<file path="config.mk">
export PLATFORM = sky130hd
export DESIGN_NAME = dual_issue_scheduler
export DESIGN_NICKNAME = d
export VERILOG_FILES = /design/src/rtl/mips_isa_pkg.sv /design/src/rtl/mips_issue_decode.sv /design/src/rtl/dual_issue_scheduler.sv
export SDC_FILE = /design/constraint.sdc
export NUM_CORES = 1
export LEC_CHECK = 0
export ABC_CLOCK_PERIOD_IN_PS = 7150
export BUFFER_PORTS_ARGS = -buffer_cell sky130_fd_sc_hd__buf_2
export CAP_MARGIN = 25
export CELL_PAD_IN_SITES_DETAIL_PLACEMENT = 0
export CELL_PAD_IN_SITES_GLOBAL_PLACEMENT = 1
export CORE_UTILIZATION = 52
export CTS_BUF_LIST = sky130_fd_sc_hd__clkbuf_8
export DETAILED_ROUTE_END_ITERATION = 8
export PLACE_DENSITY_LB_ADDON = 0.05
export SETUP_SLACK_MARGIN = 0.2
export SLEW_MARGIN = 25
export SYNTH_ARGS = -nofsm -noshare
export SYNTH_HDL_FRONTEND = slang
export SYNTH_HIERARCHICAL = 1
export SYNTH_SLANG_ARGS = --single-unit
export TNS_END_PERCENT = 1
</file>
<file path="constraint.sdc">
create_clock -name clk -period 7.15 [get_ports clk]
set_input_delay 0.3575 -clock clk [delete_from_list [all_inputs] [get_ports clk]]
set_output_delay 0.3575 -clock clk [all_outputs]
set_load 0.1 [all_outputs]
</file>
<file path="src/rtl/mips_isa_pkg.sv">
`default_nettype none
// ============================================================================
// mips_isa_pkg
// MIPS32 opcode/field constants and the per-instruction issue decode record.
// Revision: 1.0
// ============================================================================
package mips_isa_pkg;

  localparam logic [5:0] OP_RTYPE = 6'h00;
  localparam logic [5:0] OP_J     = 6'h02;
  localparam logic [5:0] OP_BEQ   = 6'h04;
  localparam logic [5:0] OP_BNE   = 6'h05;
  localparam logic [5:0] OP_ADDI  = 6'h08;
  localparam logic [5:0] OP_SLTI  = 6'h0A;
  localparam logic [5:0] OP_ANDI  = 6'h0C;
  localparam logic [5:0] OP_ORI   = 6'h0D;
  localparam logic [5:0] OP_LUI   = 6'h0F;
  localparam logic [5:0] OP_LW    = 6'h23;
  localparam logic [5:0] OP_SW    = 6'h2B;

  localparam int OP_MSB = 31;
  localparam int OP_LSB = 26;
  localparam int RS_MSB = 25;
  localparam int RS_LSB = 21;
  localparam int RT_MSB = 20;
  localparam int RT_LSB = 16;
  localparam int RD_MSB = 15;
  localparam int RD_LSB = 11;

  typedef struct packed {
    logic       has_dst;
    logic [4:0] dst;
    logic       rs_used;
    logic       rt_used;
    logic [4:0] rs;
    logic [4:0] rt;
    logic       mem;
    logic       load;
    logic       br;
  } dec_t;

  // True when the decoded instruction sources register r.
  function automatic logic reads_reg(input dec_t d, input logic [4:0] r);
    return (d.rs_used && (d.rs == r)) || (d.rt_used && (d.rt == r));
  endfunction

endpackage
`default_nettype wire

</file>
<file path="src/rtl/mips_issue_decode.sv">
`default_nettype none
// ============================================================================
// mips_issue_decode
// Combinational register-usage / class decode of one instruction for issue.
// Revision: 1.0
// ============================================================================
module mips_issue_decode
  import mips_isa_pkg::*;
(
  input  logic [31:0] instr_i,
  output dec_t        dec_o
);

  logic [5:0] op;
  logic       unused_funct;

  assign op           = instr_i[OP_MSB:OP_LSB];
  assign unused_funct = ^instr_i[RD_LSB-1:0];

  always_comb begin
    dec_o    = '0;
    dec_o.rs = instr_i[RS_MSB:RS_LSB];
    dec_o.rt = instr_i[RT_MSB:RT_LSB];
    case (op)
      OP_RTYPE: begin
        dec_o.has_dst = 1'b1;
        dec_o.dst     = instr_i[RD_MSB:RD_LSB];
        dec_o.rs_used = 1'b1;
        dec_o.rt_used = 1'b1;
      end
      OP_ADDI, OP_SLTI, OP_ANDI, OP_ORI, OP_LUI: begin
        dec_o.has_dst = 1'b1;
        dec_o.dst     = instr_i[RT_MSB:RT_LSB];
        dec_o.rs_used = 1'b1;
      end
      OP_LW: begin
        dec_o.has_dst = 1'b1;
        dec_o.dst     = instr_i[RT_MSB:RT_LSB];
        dec_o.rs_used = 1'b1;
        dec_o.mem     = 1'b1;
        dec_o.load    = 1'b1;
      end
      OP_SW: begin
        dec_o.rs_used = 1'b1;
        dec_o.rt_used = 1'b1;
        dec_o.mem     = 1'b1;
      end
      OP_BEQ, OP_BNE: begin
        dec_o.rs_used = 1'b1;
        dec_o.rt_used = 1'b1;
        dec_o.br      = 1'b1;
      end
      OP_J: begin
        dec_o.br = 1'b1;
      end
      default: ;
    endcase
    // Writes to $zero never create a hazard.
    if (dec_o.dst == 5'd0) begin
      dec_o.has_dst = 1'b0;
    end
  end

endmodule
`default_nettype wire

</file>
<file path="src/rtl/dual_issue_scheduler.sv">
`default_nettype none
// ============================================================================
// dual_issue_scheduler
// Pair queue between fetch and two decode lanes; in-order 0/1/2 issue per cycle.
// Revision: 1.0
// ============================================================================
module dual_issue_scheduler
  import mips_isa_pkg::*;
#(
  parameter int QDEPTH = 4,
  parameter int PTRW   = 2
) (
  input  logic        clk,
  input  logic        rst_n,
  input  logic        fetch_valid,
  input  logic [31:0] fetch_instr0,
  input  logic [31:0] fetch_instr1,
  input  logic [31:0] fetch_pc,
  output logic        fetch_ready,
  input  logic        issue_ready,
  output logic        issue0_valid,
  output logic [31:0] issue0_instr,
  output logic [31:0] issue0_pc,
  output logic        issue1_valid,
  output logic [31:0] issue1_instr,
  output logic [31:0] issue1_pc,
  input  logic        flush
);

  localparam logic [PTRW:0] PUSH_LIMIT = (PTRW+1)'(QDEPTH - 2);
  localparam logic [PTRW:0] CNT_TWO    = (PTRW+1)'(2);

  logic [31:0]     instr_q [QDEPTH];
  logic [31:0]     pc_q    [QDEPTH];
  logic [PTRW-1:0] head_q, head_d, tail_q, tail_d, head1, tail1;
  logic [PTRW:0]   count_q, count_d, push_cnt, pop_cnt;
  logic            lu_valid_q, lu_valid_d;
  logic [4:0]      lu_reg_q, lu_reg_d;

  dec_t dec0, dec1;
  logic lu_hit0, lu_hit1, pair_ok, v0, v1, push;
  logic unused_br0;

  assign head1 = head_q + PTRW'(1);
  assign tail1 = tail_q + PTRW'(1);

  mips_issue_decode u_dec0 (.instr_i(instr_q[head_q]), .dec_o(dec0));
  mips_issue_decode u_dec1 (.instr_i(instr_q[head1]),  .dec_o(dec1));

  // A branch in slot 0 is legal, so its branch flag is never consulted.
  assign unused_br0 = dec0.br;

  assign lu_hit0 = lu_valid_q && reads_reg(dec0, lu_reg_q);
  assign lu_hit1 = lu_valid_q && reads_reg(dec1, lu_reg_q);

  assign pair_ok = !(dec0.has_dst && reads_reg(dec1, dec0.dst))
                && !(dec0.has_dst && dec1.has_dst && (dec0.dst == dec1.dst))
                && !(dec0.mem && dec1.mem)
                && !dec1.br;

  assign v0 = (count_q != '0) && !flush && !lu_hit0;
  assign v1 = v0 && (count_q >= CNT_TWO) && !lu_hit1 && pair_ok;

  assign fetch_ready = (count_q <= PUSH_LIMIT);
  assign push        = fetch_valid && fetch_ready && !flush;

  assign push_cnt = push ? CNT_TWO : '0;
  assign pop_cnt  = issue_ready ? ({{PTRW{1'b0}}, v0} + {{PTRW{1'b0}}, v1}) : '0;

  assign issue0_valid = v0;
  assign issue1_valid = v1;
  assign issue0_instr = v0 ? instr_q[head_q] : 32'd0;
  assign issue0_pc    = v0 ? pc_q[head_q]    : 32'd0;
  assign issue1_instr = v1 ? instr_q[head1]  : 32'd0;
  assign issue1_pc    = v1 ? pc_q[head1]     : 32'd0;

  always_comb begin
    head_d     = head_q;
    tail_d     = tail_q;
    count_d    = count_q;
    lu_valid_d = lu_valid_q;
    lu_reg_d   = lu_reg_q;
    if (flush) begin
      head_d     = '0;
      tail_d     = '0;
      count_d    = '0;
      lu_valid_d = 1'b0;
    end else begin
      head_d  = head_q + pop_cnt[PTRW-1:0];
      count_d = count_q + push_cnt - pop_cnt;
      if (push) begin
        tail_d = tail_q + PTRW'(2);
      end
      // The youngest load issued this cycle owns the load-use window.
      if (issue_ready) begin
        if (v1 && dec1.load) begin
          lu_valid_d = (dec1.rt != 5'd0);
          lu_reg_d   = dec1.rt;
        end else if (v0 && dec0.load) begin
          lu_valid_d = (dec0.rt != 5'd0);
          lu_reg_d   = dec0.rt;
        end else begin
          lu_valid_d = 1'b0;
        end
      end
    end
  end

  always_ff @(posedge clk or negedge rst_n) begin
    if (!rst_n) begin
      head_q     <= '0;
      tail_q     <= '0;
      count_q    <= '0;
      lu_valid_q <= 1'b0;
      lu_reg_q   <= 5'd0;
    end else begin
      head_q     <= head_d;
      tail_q     <= tail_d;
      count_q    <= count_d;
      lu_valid_q <= lu_valid_d;
      lu_reg_q   <= lu_reg_d;
    end
  end

  // Payload storage needs no reset: outputs are gated by the valids.
  always_ff @(posedge clk) begin
    if (push) begin
      instr_q[tail_q] <= fetch_instr0;
      pc_q[tail_q]    <= fetch_pc;
      instr_q[tail1]  <= fetch_instr1;
      pc_q[tail1]     <= fetch_pc + 32'd4;
    end
  end

endmodule
`default_nettype wire

</file>
==> flow_results.xml <==
<?xml version="1.0" encoding="UTF-8"?>
<metrics>
  <group name="grt">
    <metric name="overall_global_routing_usage" unit="%">24.2</metric>
    <metric name="pin_count_of_the_biggest_net_entering_global_routing" unit="">69</metric>
    <metric name="first_pass_grt_wire_length" unit="um">56300</metric>
    <metric name="grt_pass1_vias" unit="">9900</metric>
    <metric name="number_of_antenna_violations_at_the_first_check_in_global_routing" unit="">4</metric>
    <metric name="overflow" unit="">0</metric>
  </group>
  <group name="logic_synthesis">
    <metric name="mappedNetlistNets" unit="">1304</metric>
    <metric name="syn_area" unit="um^2">15700</metric>
    <metric name="ys.warnings.count" unit="">6</metric>
    <metric name="synth_instances" unit="">1197</metric>
    <metric name="syn_avg_cell_area" unit="um^2">13.1</metric>
  </group>
  <group name="floorplan">
    <metric name="floorplan.initialDensity" unit="%">52.8</metric>
    <metric name="core_box_area" unit="um^2">29600</metric>
    <metric name="row_count" unit="">63</metric>
    <metric name="die_h" unit="um">175</metric>
    <metric name="chipWidth" unit="um">175</metric>
    <metric name="floorplan.io_pins" unit="">232</metric>
    <metric name="die_area" unit="um^2">30800</metric>
  </group>
  <group name="critical_path">
    <metric name="combined_buffer_and_inverter_count_along_the_critical_path" unit="">2</metric>
    <metric name="ff2ff_path_depth" unit="">17</metric>
    <metric name="startpoint" unit="">head_q[1]$_DFF_PN0_</metric>
    <metric name="critPathTopFamily" unit="">compound AO/OA/AOI/OAI gates</metric>
    <metric name="cp_max_fo" unit="">65</metric>
    <metric name="timing.rr.start" unit="">head_q[1]$_DFF_PN0_</metric>
    <metric name="crit_required" unit="ns">6.79</metric>
    <metric name="worstSetupStartpointType" unit="">register</metric>
    <metric name="r2r_end" unit="">count_q[2]$_DFF_PN0_</metric>
    <metric name="worst_path_max_delay_cell" unit="">sky130_fd_sc_hd__dfrtp_4</metric>
    <metric name="crit_path_cell_trace" unit="">mux4_2, nor2b_1, a32oi_1, a211oi_2, a22o_1, xor2_1, nor4_1, a41oi_2, nand3_1, nor2_4, buf_4, and2_1, buf_2</metric>
    <metric name="worst-setup-path-type" unit="">register to output pin</metric>
    <metric name="worst-endpoint-arrival" unit="ns">5.42</metric>
    <metric name="critical_path.endpoint_type" unit="">output pin</metric>
    <metric name="timing.reg2reg.setup_slack" unit="ns">1.92</metric>
    <metric name="critical_path_s_largest_stage_delay" unit="ns">1.01</metric>
  </group>
  <group name="clock_tree">
    <metric name="cts_buffer_depth" unit="">3</metric>
    <metric name="cts_repair_resize_count" unit="">0</metric>
    <metric name="insertion_delay" unit="ns">0.56</metric>
    <metric name="cts_buffers" unit="">45</metric>
    <metric name="cts_tree" unit="">built</metric>
    <metric name="postCtsSetupBuffers" unit="">0</metric>
    <metric name="clk_pin_slew_worst_paths" unit="ns">0.06</metric>
    <metric name="cts-htree-levels" unit="">2</metric>
    <metric name="cts_root_buf" unit="">sky130_fd_sc_hd__clkbuf_8</metric>
    <metric name="cts.sinks" unit="">268</metric>
  </group>
  <group name="min_path">
    <metric name="min_path_type" unit="">input pin to register</metric>
    <metric name="min-delay-start" unit="">fetch_instr0[23]</metric>
    <metric name="whs_path_depth" unit="">1</metric>
    <metric name="hold_path_end" unit="">instr_q[0][23]$_DFFE_PP_</metric>
  </group>
  <group name="timing">
    <metric name="tns" unit="ns">0</metric>
    <metric name="timing_max_transition_violations_final" unit="">0</metric>
    <metric name="timing.max_slew.rel_slack" unit="%">33.1</metric>
    <metric name="final_count_of_hold_timing_violations" unit="">0</metric>
    <metric name="finalCritPeriodShare" unit="%">80.8</metric>
    <metric name="fmaxAchievable" unit="MHz">173</metric>
    <metric name="setup_viol" unit="">0</metric>
    <metric name="tightest_slew" unit="ns">0.996</metric>
    <metric name="clock_skew" unit="ns">0.0160</metric>
    <metric name="layout_min_cycle_time" unit="ns">5.78</metric>
    <metric name="rsz0062_at_grt" unit="">false</metric>
  </group>
  <group name="drt">
    <metric name="detailedRoute.firstPassIterationCount" unit="">5</metric>
    <metric name="drt.antenna.violating_nets" unit="">0</metric>
    <metric name="drt-initial-drc-count" unit="">760</metric>
    <metric name="remaining_drc_errors" unit="">0</metric>
    <metric name="routed_wire_length_per_instance" unit="um">21.1</metric>
    <metric name="detail_route.vias_per_cell" unit="">5.68</metric>
    <metric name="vias" unit="">9741</metric>
    <metric name="postRouteWirelength" unit="um">36200</metric>
  </group>
  <group name="placed_design">
    <metric name="port_buffers" unit="">231</metric>
    <metric name="number_of_instances_in_the_placed_design" unit="">1611</metric>
    <metric name="post_dp_hpwl" unit="um">23700</metric>
    <metric name="globalplace.congestion" unit="">0.866</metric>
  </group>
  <group name="final_layout">
    <metric name="drive_above_1_share" unit="%">37.4</metric>
    <metric name="final.fill_count" unit="">2473</metric>
    <metric name="nNetsFinal" unit="">1397</metric>
    <metric name="areaGrowthSynthToFinish" unit="%">11.9</metric>
    <metric name="stdcell_count" unit="">1715</metric>
  </group>
  <group name="pwr">
    <metric name="totalPowerFinal" unit="mW">6.25</metric>
    <metric name="p_leak" unit="nW">6.43</metric>
    <metric name="power.density" unit="nW/um^2">357</metric>
    <metric name="irDropWorstVdd" unit="mV">0.199</metric>
  </group>
  <group name="job">
    <metric name="max-cap-violations" unit="">0</metric>
  </group>
  <group name="run_status">
    <metric name="run_status" unit="">complete, no violations</metric>
  </group>
</metrics>
==> metrics by stage <==
step	utilization (%)	hold WS [ns]	instance area (um^2)	worst slack, ns
2_1_floorplan	-	0.0619	15700	1.52
3_3_place_gp	55.6	0.272	16500	1.85
3_5_place_dp	55.6	0.266	16500	1.80
4_1_cts	59.0	0.000479	17500	1.27
5_1_grt	59.0	0.00373	17500	1.05
6_report	59.1	0.0261	17500	1.37
==> worst max-delay path by stage <==
stage                      endpoint  slack [ns]  cells after the start
5_1_grt                issue1_pc[9]        1.05                     13
4_1_cts            issue1_instr[20]        1.27                     11
3_5_place_dp   count_q[2]$_DFF_PN0_        1.80                     15
6_report              issue1_pc[11]        1.37                     13
2_1_floorplan  count_q[2]$_DFF_PN0_        1.52                     19
3_3_place_gp   count_q[2]$_DFF_PN0_        1.85                     15
==> report_power, final <==
| group | internal [mW] | switching, mW | leakage [nW] | total (mW) |
|---|---|---|---|---|
| Sequential | 1.91 | 0.128 | 2.50 | 2.04 |
| Combinational | 0.876 | 2.13 | 3.49 | 3.00 |
| Clock | 0.594 | 0.610 | 0.448 | 1.20 |
==> sequential cells by signal, summed over array words and instances (netlist names) <==
signal,flops
instr_q,128
lu_valid_q,1
pc_q,128
lu_reg_q,5
tail_q,1
head_q,2
count_q,3
==> cell usage in the layout (no fill, tap or decap), drive strengths merged, types with 16 or more instances in the layout <==
| master | count |
|---|---|
| and2 | 66 |
| buf | 242 |
| clkbuf | 45 |
| clkinv | 25 |
| dlygate4sd3 | 22 |
| edfxtp | 256 |
| inv | 20 |
| mux2 | 33 |
| mux4 | 128 |
| nand2 | 135 |
| nand3 | 20 |
| nand4 | 17 |
| nor2 | 33 |
| nor2b | 70 |
| nor3 | 16 |
| xnor2 | 71 |
| xor2 | 27 |
==> metal layers <==
layer / track usage, % / part of all wire, % / vias up
met5: 0 / 0.036 / -
met4: 5.91 / 1.6 / 2
met3: 3.74 / 5.5 / 47
met2: 43.0 / 52 / 314
met1: 31.0 / 41 / 4911
li1: - / - / 4467
==> area by class of cell <==
cell class / instances / area, um^2 / share of cell area [%]
multi-input combinational: 700 / 6720 / 38.4
tap: 390 / 488 / 2.79
antenna: 3 / 7.51 / 0.0429
timing repair buffer: 264 / 1470 / 8.38
sequential: 268 / 8000 / 45.7
clock buffer: 45 / 619 / 3.54
clock inverter: 34 / 164 / 0.936
inverter: 11 / 47.5 / 0.272
==> repair_timing <==
action	CTS	global route
hold endpoints to repair	56	0
setup endpoints to repair	0	0
hold buffers	22	0
(Power assumes the default switching activity.)
